File: src/rtl/cc_bus_decoder_load.sv
// cc_bus_decoder_load
// Decodes a bus destination address into a one-hot register load strobe.
// A request (address + data) is taken with a valid/ready handshake in IDLE.
// A legal address produces a one-cycle STROBE with done. An address
// >= NUM_REGS produces a one-cycle ERROR pulse instead.
// Address 0 is the hardwired zero register: done pulses but no load bit is set.
// Optional feature: define CC_BUSDEC_WRITE_COUNT_EN to add CC_BUSDEC_count_OutBUS,
// a saturating 8-bit count of STROBE cycles.
module cc_bus_decoder_load #(
  parameter int DATAWIDTH_BUS  = 4,
  parameter int DATAWIDTH_DATA = 8,
  parameter int NUM_REGS       = 12
) (
  input  logic                      CC_BUSDEC_CLOCK_50,
  input  logic                      CC_BUSDEC_RESET_InLow,
  input  logic                      CC_BUSDEC_valid_In,
  input  logic [DATAWIDTH_BUS-1:0]  CC_BUSDEC_address_InBUS,
  input  logic [DATAWIDTH_DATA-1:0] CC_BUSDEC_data_InBUS,
  output logic                      CC_BUSDEC_ready_Out,
  output logic [NUM_REGS-1:0]       CC_BUSDEC_load_OutBUS,
  output logic [DATAWIDTH_DATA-1:0] CC_BUSDEC_data_OutBUS,
  output logic                      CC_BUSDEC_done_Out,
  output logic                      CC_BUSDEC_error_Out
`ifdef CC_BUSDEC_WRITE_COUNT_EN
  ,
  output logic [7:0]                CC_BUSDEC_count_OutBUS
`endif
);

  typedef enum logic [1:0] {
    IDLE   = 2'd0,
    STROBE = 2'd1,
    ERROR  = 2'd2
  } state_e;

  // The address is widened by one bit so the bound check is unsigned and
  // still correct when NUM_REGS equals 2**DATAWIDTH_BUS.
  localparam logic [DATAWIDTH_BUS:0] NUM_REGS_W = (DATAWIDTH_BUS+1)'(NUM_REGS);
  localparam logic [NUM_REGS-1:0]    LOAD_ONE   = NUM_REGS'(1);

  state_e                    state_q, state_d;
  logic [DATAWIDTH_BUS-1:0]  addr_q,  addr_d;
  logic [DATAWIDTH_DATA-1:0] data_q,  data_d;
  logic                      addr_legal;

  assign addr_legal = ({1'b0, CC_BUSDEC_address_InBUS} < NUM_REGS_W);

  // Next-state logic: capture in IDLE, then spend exactly one cycle in STROBE or ERROR.
  always_comb begin
    // NOTE: every signal gets a default before the case so no path can infer a latch.
    state_d = state_q;
    addr_d  = addr_q;
    data_d  = data_q;
    unique case (state_q)
      IDLE: begin
        if (CC_BUSDEC_valid_In) begin
          addr_d = CC_BUSDEC_address_InBUS;
          if (addr_legal) begin
            // Output data follows only legal writes; a rejected write leaves it alone.
            data_d  = CC_BUSDEC_data_InBUS;
            state_d = STROBE;
          end else begin
            state_d = ERROR;
          end
        end
      end
      STROBE:  state_d = IDLE;
      ERROR:   state_d = IDLE;
      default: state_d = IDLE;
    endcase
  end

  // State and captured request registers.
  always_ff @(posedge CC_BUSDEC_CLOCK_50 or negedge CC_BUSDEC_RESET_InLow) begin
    // NOTE: the async reset clears every flop here so all outputs drop immediately on reset.
    if (!CC_BUSDEC_RESET_InLow) begin
      state_q <= IDLE;
      addr_q  <= '0;
      data_q  <= '0;
    end else begin
      // NOTE: non-blocking assignments keep all flops updating from pre-edge values.
      state_q <= state_d;
      addr_q  <= addr_d;
      data_q  <= data_d;
    end
  end

  // Outputs decode only registered state, so no input reaches an output combinationally.
  always_comb begin
    CC_BUSDEC_ready_Out   = (state_q == IDLE);
    CC_BUSDEC_done_Out    = (state_q == STROBE);
    CC_BUSDEC_error_Out   = (state_q == ERROR);
    CC_BUSDEC_data_OutBUS = data_q;
    CC_BUSDEC_load_OutBUS = '0;
    if ((state_q == STROBE) && (addr_q != '0)) begin
      CC_BUSDEC_load_OutBUS = LOAD_ONE << addr_q;
    end
  end

`ifdef CC_BUSDEC_WRITE_COUNT_EN
  logic [7:0] count_q, count_d;

  // Count STROBE cycles, including zero-register writes, and saturate at 255.
  always_comb begin
    count_d = count_q;
    if ((state_q == STROBE) && (count_q != 8'hFF)) begin
      count_d = count_q + 8'd1;
    end
  end

  // Write counter register.
  always_ff @(posedge CC_BUSDEC_CLOCK_50 or negedge CC_BUSDEC_RESET_InLow) begin
    if (!CC_BUSDEC_RESET_InLow) begin
      count_q <= '0;
    end else begin
      count_q <= count_d;
    end
  end

  assign CC_BUSDEC_count_OutBUS = count_q;
`else
  // No write counter in this build.
`endif

endmodule

File: config.mk
export PLATFORM = sky130hd
export DESIGN_NAME = cc_bus_decoder_load
export DESIGN_NICKNAME = d
export VERILOG_FILES = /design/src/rtl/cc_bus_decoder_load.sv
export SDC_FILE = /design/constraint.sdc
export NUM_CORES = 1
export LEC_CHECK = 0
export CAP_MARGIN = 15
export CORE_UTILIZATION = 32
export DETAILED_ROUTE_END_ITERATION = 8
export HOLD_SLACK_MARGIN = 0.15
export PLACE_DENSITY = 0.76
export SETUP_SLACK_MARGIN = 0.3
export SYNTH_ARGS = -nofsm -noshare
export SYNTH_HDL_FRONTEND = slang
export SYNTH_SLANG_ARGS = --single-unit
File: constraint.sdc
create_clock -name CC_BUSDEC_CLOCK_50 -period 1.3 [get_ports CC_BUSDEC_CLOCK_50]
set_input_delay 0.26 -clock CC_BUSDEC_CLOCK_50 [delete_from_list [all_inputs] [get_ports CC_BUSDEC_CLOCK_50]]
set_output_delay 0.26 -clock CC_BUSDEC_CLOCK_50 [all_outputs]
set_load 0.02 [all_outputs]
==> summary.txt <==
Placement
  • IO Port Bufs: 36
  • Placed insts: 126
  • Detailed-placement wirelength estimate: 1156 µm
  • Final Wtd Congestion: 0.6118
  • Placed Instance Area: 1167 µm²

Logic synthesis
  • Post-synth EDFFs: 0
  • Commonest cells post-synth: dfrtp_1, mux2_2, nor2_1
  • Synth area leader: dfrtp_1
  • Cells after Synth: 54
  • Mean Syn Cell Area: 11.96 µm²
  • Most used DFF post-synth: dfrtp_1
  • Yosys reg bits: 14
  • Synth unique cells: 14
  • Ys async rst share: 100.0%
  • Syn Std Cell Area: 645.6 µm²
  • Post-Syn Nets: 69
  • Register area share after synthesis: 54.26%
  • Top cells by area, synth: dfrtp_1, mux2_2, nor2_1
  • Share of the synthesized area in the top cell type: 54.26%
  • Top-count cell post-synth: dfrtp_1
  • Syn. warnings: 0

Global routing
  • Total Routing Usage GR: 16.10%
  • Initial antenna violation count: 0
  • Largest net degree at the start of global routing: 15
  • Overflow after GRT: 0
  • Number of global-route vias before repair: 597
  • First-pass GRT wire length: 2477 µm

Floorplanning
  • Die Y: 46.92 µm
  • Die ar.: 2201 µm²
  • Area of the core region: 1802 µm²
  • # IOs: 38
  • FP Rows: 15
  • Starting density of the core: 35.83%
  • Chip width: 46.92 µm

Power
  • Pleak: 0.5917 nW
  • Pwr Total: 1.379 mW
  • Max rail drop VDD: 891.7 µV
  • Power per Cell Area: 1102 nW/µm²

Routing
  • DRC viols: 0
  • Initial DRC count: 4
  • Via count: 600
  • Routed wire length per instance: 11.95 µm
  • Detail Route Antenna Nets: 0
  • Routed wire length: 1590 µm
  • Number of vias per cell: 4.511
  • Drt pass-1 iters: 2

CTS
  • CTS Sinks: 14
  • CTS tree: yes
  • Root Buffer: clkbuf_4
  • CTS clk-pin slew, worst paths: 0.08 ns
  • Clk buf depth: 2
  • Hold buffer count at CTS: 0
  • Worst skew pair latency: 0.27 ns
  • Cts bufs inserted: 3
  • H-tree depth: 1

Timing
  • Worst Skew: 0.002597 ns
  • Final count of negative-setup-slack endpoints: 26
  • Tcrit/Tclk final: 123.8%
  • Pins Over Slew Limit: 0
  • WHS: 0.2937 ns
  • Final worst-path setup slack: -0.3097 ns
  • Final setup TNS: -5.048 ns
  • Final Hold Viols: 0
  • Max Freq: 621.2 MHz
  • RSZ-0062 raised after global routing: yes
  • Crit path time final: 1.610 ns

Final layout
  • ANT cells: 0
  • Layout Nets: 125
  • Finished Cell Area: 1251 µm²
  • Filler cell count: 148
  • Layout cell share with drive strength beyond 1: 60.19%
  • Area Overhead vs Synth: 93.80%
  • Post-Layout Cell Count: 133

Worst setup path
  • R2R cell count: 5
  • Crit path max-delay family: simple AND/OR/NAND/NOR gates
  • Critical path cell sequence: and2b_2, nand3b_1, nor3_2, buf_4
  • Crit Reg-Reg Endpoint: addr_q[1]$_DFFE_PN0P_
  • Crit start category: flop
  • CP max stage delay: 0.38 ns
  • Crit path DAT: 1.35 ns
  • Crit-path max FO: 4
  • Critical-path top delay cell: dfrtp_1
  • WS Path Type: flop to output pin
  • Crit path capture type: output pin
  • Reg2reg setup slack: -0.17 ns
  • Worst EP required: 1.04 ns
  • Launch point of the worst reg-to-reg path: state_q[1]$_DFFE_PN0P_
  • Buffers and inverters on the worst path: 1

Outcome
  • Status: finished, violations left
  • Failing checks: negative setup slack

Worst hold path
  • HP Class: input port to async pin

Job
  • Number of max-cap violations: 0
-- through the flow --
stage | worst slack [ns] | util [%]
2_1_floorplan | -0.1463 | -
3_3_place_gp | -0.4475 | 64.79
3_5_place_dp | -0.4864 | 64.79
4_1_cts | -0.3058 | 68.82
5_1_grt | -0.3767 | 69.44
6_report | -0.3097 | 69.44
-- state kept, by name (all words and copies together), names as in the netlist --
name and cells:
state_q 2, addr_q 4, CC_BUSDEC_data_OutBUS 8
-- repair_timing --
action | CTS | global route
gates cloned | 0 | 0
endpoints found under the setup margin | 36 | 36
pin swaps | 7 | 5
gates resized for setup | 132 | 1
buffers inserted | 3 | 1
-- report_power, final --
group	total (mW)	internal, mW	switching (mW)
Combinational	0.576	0.334	0.242
Sequential	0.574	0.511	0.0622
Clock	0.229	0.107	0.122
Total	1.38	0.952	0.427
-- layout make-up --
type | instances | area (µm²) | share of cell area, %
multi-input combinational | 38 | 350.3 | 28.00
timing repair buffer | 52 | 493.0 | 39.40
tap | 25 | 31.28 | 2.500
clock buffer | 3 | 22.52 | 1.800
sequential | 14 | 350.3 | 28.00
inverter | 1 | 3.754 | 0.3000
-- cell families (layout without fill, tap and decap cells) --
| kind of cell | Yosys count | in the layout | share of synthesized area (%) |
|---|---|---|---|
| buffers and inverters | 2 | 56 | 1.744 |
| DFF | 14 | 14 | 54.26 |
| muxes | 12 | 12 | 20.93 |
| and+or+nand+nor | 25 | 25 | 22.48 |
| other | 1 | 1 | 0.5808 |
-- cells in the final DEF, fill, tap and decap left out --
cell type	count
nand2_1	2
clkbuf_4	3
buf_6	18
nand3b_1	2
clkdlybuf4s50_1	14
and2b_2	2
nor2_1	7
conb_1	1
nand2_4	2
mux2_4	4
dfrtp_1	14
nor2_4	4
nand2b_1	2
mux2_2	8
and3_4	1
nor3_2	2
nor3b_4	1
buf_4	20
inv_1	1
-- routing by layer --
layer  vias to the layer above  share of wire, %  track usage [%]
met5                         -                 0                0
met4                         0                 0            5.143
met3                         0               9.3            5.000
met2                        28                58            31.94
met1                       283                33            15.48
li1                        289                 -                -
-- worst max path at each step --
stage / startpoint / slack (ns) / cells past startpoint / to
6_report: state_q[1]$_DFFE_PN0P_ / -0.31 / 4 / CC_BUSDEC_load_OutBUS[4]
3_3_place_gp: state_q[1]$_DFFE_PN0P_ / -0.45 / 4 / CC_BUSDEC_load_OutBUS[4]
4_1_cts: state_q[1]$_DFFE_PN0P_ / -0.31 / 4 / CC_BUSDEC_load_OutBUS[8]
5_1_grt: state_q[1]$_DFFE_PN0P_ / -0.38 / 4 / CC_BUSDEC_load_OutBUS[4]
3_5_place_dp: state_q[1]$_DFFE_PN0P_ / -0.49 / 4 / CC_BUSDEC_load_OutBUS[8]
2_1_floorplan: state_q[1]$_DFFE_PN0P_ / -0.15 / 3 / CC_BUSDEC_load_OutBUS[10]
Note: power is estimated with default switching activity, not from simulation.
